**config.mk**
```make
export PLATFORM = sky130hd
export DESIGN_NAME = palette_bank_loader
export DESIGN_NICKNAME = d
export VERILOG_FILES = /design/src/rtl/palette_pkg.sv /design/src/rtl/palette_bank.sv /design/src/rtl/palette_bank_loader.sv
export SDC_FILE = /design/constraint.sdc
export NUM_CORES = 1
export LEC_CHECK = 0
export CAP_MARGIN = 20
export CORE_ASPECT_RATIO = 1.2
export CORE_MARGIN = 8
export CORE_UTILIZATION = 40
export DETAILED_ROUTE_END_ITERATION = 6
export SLEW_MARGIN = 20
export SYNTH_ARGS = -nofsm -noshare
export SYNTH_HDL_FRONTEND = slang
export SYNTH_HIERARCHICAL = 1
export SYNTH_SLANG_ARGS = --single-unit
```
**constraint.sdc**
```tcl
create_clock -name clk -period 6.1 [get_ports clk]
set_clock_uncertainty 0.2 [all_clocks]
set_input_delay 1.525 -clock clk [delete_from_list [all_inputs] [get_ports clk]]
set_output_delay 1.525 -clock clk [all_outputs]
set_load 0.01 [all_outputs]
```
**src/rtl/palette_pkg.sv**
```systemverilog
// Shared types and constants for the double-buffered sprite palette controller.
package palette_pkg;

  localparam int COLOR_W               = 24;
  localparam int PAL_ENTRIES           = 16;
  localparam int PAL_IDX_W             = 4;
  localparam logic [3:0] TRANSPARENT_IDX = 4'd0;

  typedef logic [COLOR_W-1:0] color_t;

  typedef enum logic [1:0] {
    IDLE  = 2'd0,
    FETCH = 2'd1,
    DRAIN = 2'd2,
    PEND  = 2'd3
  } loader_state_t;

  // Requests for palettes the ROM does not hold are never accepted.
  function automatic logic id_in_range(input int id, input int num_pal);
    return (id < num_pal);
  endfunction

endpackage

```
**src/rtl/palette_bank.sv**
```systemverilog
// 16-entry colour register file: one synchronous write port, one registered read port.
module palette_bank
  import palette_pkg::*;
(
  input  logic                 clk,
  input  logic                 rst,
  input  logic                 we,
  input  logic [PAL_IDX_W-1:0] waddr,
  input  color_t               wdata,
  input  logic                 re,
  input  logic [PAL_IDX_W-1:0] raddr,
  output color_t               rdata
);

  color_t mem [PAL_ENTRIES];

  // Storage and read register; read data holds while re is low.
  always_ff @(posedge clk) begin
    if (rst) begin
      for (int i = 0; i < PAL_ENTRIES; i++) begin
        mem[i] <= '0;
      end
      rdata <= '0;
    end else begin
      if (we) begin
        mem[waddr] <= wdata;
      end
      if (re) begin
        rdata <= mem[raddr];
      end
    end
  end

endmodule

```
**src/rtl/palette_bank_loader.sv**
```systemverilog
// Fetches a palette from ROM into the shadow bank and swaps it live during vblank;
// also serves 1-cycle colour lookups from the live bank.
module palette_bank_loader
  import palette_pkg::*;
#(
  parameter int NUM_PAL  = 8,
  parameter int PAL_ID_W = 3,
  parameter int ROM_LAT  = 1
) (
  input  logic                  clk,
  input  logic                  rst,
  input  logic                  load_req,
  input  logic [PAL_ID_W-1:0]   load_id,
  output logic                  load_ack,
  output logic                  busy,
  output logic                  rom_rd,
  output logic [PAL_ID_W+3:0]   rom_addr,
  input  color_t                rom_data,
  input  logic                  vblank,
  output logic                  swap_done,
  output logic [PAL_ID_W-1:0]   active_id,
  input  logic                  pix_valid,
  input  logic [PAL_IDX_W-1:0]  pix_idx,
  output logic                  pix_out_valid,
  output color_t                pix_color,
  output logic                  pix_opaque
);

  loader_state_t         state;
  logic [PAL_ID_W-1:0]   req_id;
  logic [3:0]            issue_k;
  logic [3:0]            write_k;
  logic [ROM_LAT-1:0]    vld_sr;
  logic                  cap_vld;
  logic                  bank_ptr;
  logic                  sel_bank;
  logic [1:0]            bank_we;
  logic [1:0]            bank_re;
  color_t                bank_rdata [2];

  assign cap_vld = vld_sr[ROM_LAT-1];

  // bank_ptr names the live bank; the other one is the shadow being filled.
  assign bank_we[0] = cap_vld & bank_ptr;
  assign bank_we[1] = cap_vld & ~bank_ptr;
  assign bank_re[0] = pix_valid & ~bank_ptr;
  assign bank_re[1] = pix_valid & bank_ptr;

  for (genvar b = 0; b < 2; b++) begin : g_bank
    palette_bank u_bank (
      .clk   (clk),
      .rst   (rst),
      .we    (bank_we[b]),
      .waddr (write_k),
      .wdata (rom_data),
      .re    (bank_re[b]),
      .raddr (pix_idx),
      .rdata (bank_rdata[b])
    );
  end

  // Tracks which ROM reads have data arriving this cycle.
  always_ff @(posedge clk) begin
    if (rst) begin
      vld_sr <= '0;
    end else begin
      vld_sr[0] <= rom_rd;
      for (int i = 1; i < ROM_LAT; i++) begin
        vld_sr[i] <= vld_sr[i-1];
      end
    end
  end

  // Shadow write pointer, advances once per captured ROM word.
  always_ff @(posedge clk) begin
    if (rst) begin
      write_k <= 4'd0;
    end else if (cap_vld) begin
      write_k <= write_k + 4'd1;
    end
  end

  // Load sequencer: accept, issue 16 reads, drain, then swap on vblank.
  always_ff @(posedge clk) begin
    if (rst) begin
      state     <= IDLE;
      req_id    <= '0;
      issue_k   <= 4'd0;
      load_ack  <= 1'b0;
      busy      <= 1'b0;
      rom_rd    <= 1'b0;
      rom_addr  <= '0;
      swap_done <= 1'b0;
      active_id <= '0;
      bank_ptr  <= 1'b0;
    end else begin
      load_ack  <= 1'b0;
      swap_done <= 1'b0;
      case (state)
        IDLE: begin
          if (load_req && id_in_range(int'(load_id), NUM_PAL)) begin
            req_id   <= load_id;
            load_ack <= 1'b1;
            busy     <= 1'b1;
            rom_rd   <= 1'b1;
            rom_addr <= {load_id, 4'd0};
            issue_k  <= 4'd0;
            state    <= FETCH;
          end
        end
        FETCH: begin
          issue_k <= issue_k + 4'd1;
          if (issue_k == 4'd15) begin
            rom_rd <= 1'b0;
            state  <= DRAIN;
          end else begin
            rom_addr <= {req_id, issue_k + 4'd1};
          end
        end
        DRAIN: begin
          if (cap_vld && (write_k == 4'd15)) begin
            state <= PEND;
          end
        end
        PEND: begin
          if (vblank) begin
            bank_ptr  <= ~bank_ptr;
            active_id <= req_id;
            swap_done <= 1'b1;
            busy      <= 1'b0;
            state     <= IDLE;
          end
        end
        default: begin
          state <= IDLE;
        end
      endcase
    end
  end

  // Lookup side-band; bank choice is captured with the request so a swap
  // on the same edge still returns the old bank's colour.
  always_ff @(posedge clk) begin
    if (rst) begin
      pix_out_valid <= 1'b0;
      sel_bank      <= 1'b0;
      pix_opaque    <= 1'b0;
    end else begin
      pix_out_valid <= pix_valid;
      if (pix_valid) begin
        sel_bank   <= bank_ptr;
        pix_opaque <= (pix_idx != TRANSPARENT_IDX);
      end
    end
  end

  assign pix_color = pix_opaque ? bank_rdata[sel_bank] : '0;

endmodule

```
# Yosys cells after proc, flatten, opt, wreduce, memory -nomap -nowiden
# Memories as Yosys holds them, arrays and structs flattened. A register that Yosys moved wholly into a read port is not among the register bits.
# Cells that the tools add are included.
dict set report op_classes {
  addsub 2
  multipliers 0
  div_mod_pow 0
  magnitude_cmp 1
  eq_ne 10
  shift 0
  n_mux 35
  bitwise_logic 8
  reduce_logical 16
}
# operator n
set op_table {}
lappend op_table {{two-way mux 24 bit} 6}
lappend op_table {{OR reduction 24 bit} 2}
lappend op_table {{two-way mux 1 bit} 15}
lappend op_table {{two-way mux 7 bit} 2}
lappend op_table {{case mux 7 bit (2 select lines)} 1}
lappend op_table {{two-way mux 4 bit} 3}
lappend op_table {{!= test 2 bit, second input constant} 5}
lappend op_table {{AND reduction 3 bit} 3}
lappend op_table {{adder 4 x 1 -> 4 bit, second input constant} 2}
lappend op_table {{equality test 4 bit, second input constant} 2}
lappend op_table {{two-way mux 2 bit} 4}
lappend op_table {{case mux 2 bit (4 select lines)} 1}
lappend op_table {{case mux 4 bit (2 select lines)} 1}
lappend op_table {{AND reduction 2 bit} 3}
lappend op_table {{AND 1 bit} 4}
lappend op_table {{equality test 2 bit, second input constant} 2}
lappend op_table {{case mux 1 bit (2 select lines)} 2}
lappend op_table {{AND reduction 4 bit} 1}
lappend op_table {{nonzero test 2 bit} 2}
lappend op_table {{nonzero test 4 bit} 1}
lappend op_table {{OR reduction 2 bit} 2}
lappend op_table {{NOT 1 bit} 3}
lappend op_table {{equality test 2 x 1 -> 1 bit, second input constant} 1}
lappend op_table {{>= comparator 2 bit, second input constant} 1}
lappend op_table {{other kinds (3)} 3}
dict set report word_totals {
  reg_bits 32
  latchBits 0
  mem_bits_rw 768
  mem_bits_ro 0
  input_bits 36
  wordCells 89
  n_memories 2
}
# name words word_bits rd rd_clocked_by_memory_dff write_ports line
set memory_table {}
lappend memory_table {{g_bank[0].u_bank.mem} 16 24 1 1 16 palette_bank.sv:15} ;# color_t mem [PAL_ENTRIES];
lappend memory_table {{g_bank[1].u_bank.mem} 16 24 1 1 16 palette_bank.sv:15}

# Logic depth before layout (Yosys ltp)
dict set report logic_depth {
  depth_word 7
  mapped_depth 7
}

# Hierarchy
# Netlist, hierarchy kept.
# mod n_inst cells_per_inst area_each_um2
set modules_own_cells {}
lappend modules_own_cells {{palette_bank at g_bank[0].u_bank} 1 1352 18282.5}
lappend modules_own_cells {{palette_bank at g_bank[1].u_bank} 1 1353 18248.8}
lappend modules_own_cells {palette_bank_loader 1 204 1830.5}

# Worst setup path after synthesis
# OpenSTA, ideal clock, no wires.
dict set report synth_timing {
  path_kind {input-to-reg}
  from {input port rst}
  to {memory g_bank[0].u_bank/mem[0][0] in the netlist's numbering, enable pin}
  arrival_ns 2.685
  setup_slack_ns 2.857
  cell_stages 3
  cell_sequence {or4b_4 -> nor3_4 -> or2_2}
}
# item line
set synth_lines {}
lappend synth_lines {{from (decl)} palette_bank_loader.sv:11} ;# input logic rst,
lappend synth_lines {{to (decl)} palette_bank.sv:15}

# Worst setup path after layout
dict set report layout_timing {
  from {register sel_bank}
  to {output port pix_color[13]}
}
dict set report layout_between {
  elab_chain_len 5
}
# item line
set layout_rtl {}
lappend layout_rtl {{from (decl)} palette_bank_loader.sv:36} ;# logic sel_bank;
lappend layout_rtl {{from (signal assigned)} palette_bank_loader.sv:151} ;# sel_bank <= bank_ptr;
lappend layout_rtl {{NOT 1 -> 2 bit (not written as such)} palette_bank_loader.sv:157} ;# assign pix_color = pix_opaque ? bank_rdata[sel_bank] : '0;
lappend layout_rtl {{two-way mux 24 bit (not written as such) (3 in a row)} palette_bank_loader.sv:157}
lappend layout_rtl {{two-way mux 24 bit} palette_bank_loader.sv:157}
lappend layout_rtl {{to (decl)} palette_bank_loader.sv:25} ;# output color_t pix_color,
# Every way passes these cells. The select of a mux whose other input is x is not followed.

==> out/metrics.csv <==
stage;metric;value;unit
routing;vias;23169;
routing;dr.pass1.iters;7;
logic_synthesis;ys_async_sr_fraction;0;%
logic_synthesis;syn_area;38400;um^2
timing;finalCriticalPeriod;4.57;ns
clock_network;htree_levels;3;
routing;wl_per_cell;25.1;um
clock_network;clock_latency;0.64;ns
timing;worst_pin_slew;1.16;ns
logic_synthesis;yosys_warnings;6;
routing;drc;0;
logic_synthesis;synth_edf_count;768;
timing;setup_viol;0;
routing;drtAntennaViolNets;0;
clock_network;cts_resized;0;
grt;gr-total-overflow;0;
placement;numPortBuffers;75;
die;die_y;355;um
die;core;95100;um^2
critical_path;r2r_end;g_bank[0].u_bank/mem[2][11];
clock_network;hold_buffers;0;
grt;antenna_found_initial;3;
power;finalPower;12.9;mW
logic_synthesis;seq_area_frac_synth;64.3;%
layout;area_delta_synth_final;12.6;%
critical_path;crit_required;4.38;ns
clock_network;cts_tree;done;
worst_hold_path;hp-class;flop to flop;
timing;slew_violations;0;
critical_path;rr_worst_depth;4;
placement;place_hpwl;63400;um
grt;grt_pass1_vias;23898;
placement;place_congestion;0.821;
routing;wl_met3;6880;um
layout;mostFrequentLayoutCells;and2_1 (770), edfxtp_1 (768), mux2i_1 (413);
critical_path;startpoint_type;flop;
logic_synthesis;syn_nets;2951;
routing;viasPerCell;5.45;
logic_synthesis;postSynthRegisterBits;848;
grt;grt_max_degree;90;
layout;final_nets;2964;
clock_network;clkSlewWorstSetupHoldPaths;0.06;ns
critical_path;crit_end;pix_color[13];
critical_path;cp.arrival;2.85;ns
power;p_leak;16.5;nW
clock_network;numCtsBuffers;86;
die;initial_core_util;40.3;%
critical_path;regToRegSetupSlack;2.80;ns
routing;drt_iter0_drc;1990;
layout;drive_above_1_share;9.12;%
timing;slew_headroom;22.5;%
logic_synthesis;postSynthAreaPerCell;13.2;um^2
die;rows;124;
timing;hold_viol;0;
die;die_area;106000;um^2
clock_network;cts_root_buffer;clkbuf_16;
grt;grt_usage;19.5;%
critical_path;crit_fanout;25;
grt;grt_pass1_wl;156000;um
routing;routed_wl;107000;um
critical_path;timing.rr.start;bank_ptr;
clock_network;clock_path_buffers;3;
power;power.density;300;nW/um^2
layout;layout_commonest_cell;and2_1;
timing;max_freq;0.219;GHz
clock_network;clock-sinks;848;
power;vdd_drop_max;206;uV
timing;post-route-period-util;74.9;%
logic_synthesis;synthCells;2909;
logic_synthesis;synth_flop_cell;edfxtp_1;
clock_network;postCtsSetupBuffers;0;
routing;dr_wl_met2;52400;um
timing;finalSetupTns;0;ns
die;ios;76;
die;die_w;299;um
status;outcome;complete, no violations;
critical_path;crit_start;sel_bank;
timing;grt_setup_unrepaired;no;
critical_path;path_class;flop to primary output;
routing;highest_layer;met5;
routing;wl_met1;43700;um
job;maxCapViolations;0;
logic_synthesis;synth_cell_types;49;
critical_path;end_kind;primary output;
==> Yosys cell counts, drive strengths merged (6+ instances only) <==
library cell,count,area [um^2]
edfxtp,768,23100
dfxtp,80,1600
and2,772,4830
buf,73,369
a22oi,146,1100
a21oi,64,320
nor2,48,203
clkbuf,151,578
nor2b,31,194
nand2,112,420
nor3,8,61.3
ha,6,75.1
nand3,155,788
mux2i,414,4150
or2,34,213
==> stage by stage <==
| step | hold slack (ns) | setup WS, ns | utilization, % | instance area, um^2 | std cells |
|---|---|---|---|---|---|
| floorplan | 0.225 | 2.86 | - | 38400 | 2909 |
| global placement | 0.236 | 1.75 | 42.5 | 40400 | 4094 |
| detailed placement | 0.245 | 1.66 | 42.5 | 40400 | 4094 |
| CTS | 0.257 | 1.46 | 45.4 | 43200 | 4254 |
| global route | 0.271 | 1.43 | 45.4 | 43200 | 4254 |
| finish | 0.256 | 1.53 | 45.4 | 43200 | 4255 |
==> worst min-delay path by stage <==
stage	start	to	slack (ns)	cells past startpoint
after floorplan	g_bank[0].u_bank/rdata[0]	g_bank[0].u_bank/rdata[0]	0.22	2
after global placement	g_bank[1].u_bank/rdata[1]	g_bank[1].u_bank/rdata[1]	0.24	2
after detailed placement	g_bank[1].u_bank/rdata[3]	g_bank[1].u_bank/rdata[3]	0.24	2
after CTS	active_id[2]	active_id[2]	0.26	2
after global routing	active_id[2]	active_id[2]	0.27	2
final	g_bank[1].u_bank/rdata[1]	g_bank[1].u_bank/rdata[1]	0.26	2
==> flip-flops by register name, summed over array words and instances (netlist names), 2 cells and up <==
register / cells
active_id: 3
g_bank.u_bank/mem: 768
g_bank.u_bank/rdata: 48
issue_k: 4
req_id: 3
rom_addr: 7
state: 2
write_k: 4
==> worst max-delay path, cell delays in order (launching register included) <==
cell and delay (ns):
dfxtp_2 1.05, mux2i_1 0.38, nor2b_1 0.21, clkdlybuf4s50_1 0.56
==> power breakdown <==
part | leakage (nW) | internal, mW | switching [mW]
clock | 1.36 | 3.04 | 2.19
combinational | 6.56 | 0.353 | 0.686
sequential | 8.58 | 6.56 | 0.115
==> final cells by class <==
type,instances,area [um^2]
multi-input combinational,1832,12800
tap,1260,1580
fill,8357,51900
sequential,848,24700
timing repair buffer,149,1330
inverter,5,18.8
antenna,1,2.50
clock buffer,123,2360
clock inverter,37,415
==> kinds of logic after synthesis <==
| kind of cell | after synthesis | share of synthesized area [%] |
|---|---|---|
| XOR/XNOR | 6 | 0.137 |
| flip-flops | 848 | 64.3 |
| AO/OA/AOI/OAI | 225 | 4.09 |
| buffers and inverters | 229 | 2.52 |
| multiplexers | 414 | 10.8 |
| adder cells (fa/ha/maj) | 6 | 0.196 |
| AND/OR/NAND/NOR | 1181 | 18.0 |
==> per-layer routing <==
layer / vias up / track usage (%)
met1: 11734 / 24.4
li1: 10445 / -
met3: 199 / 3.59
met4: 2 / 7.69
met2: 789 / 33.2
met5: - / 0
Power figures use the tool's default switching activity.
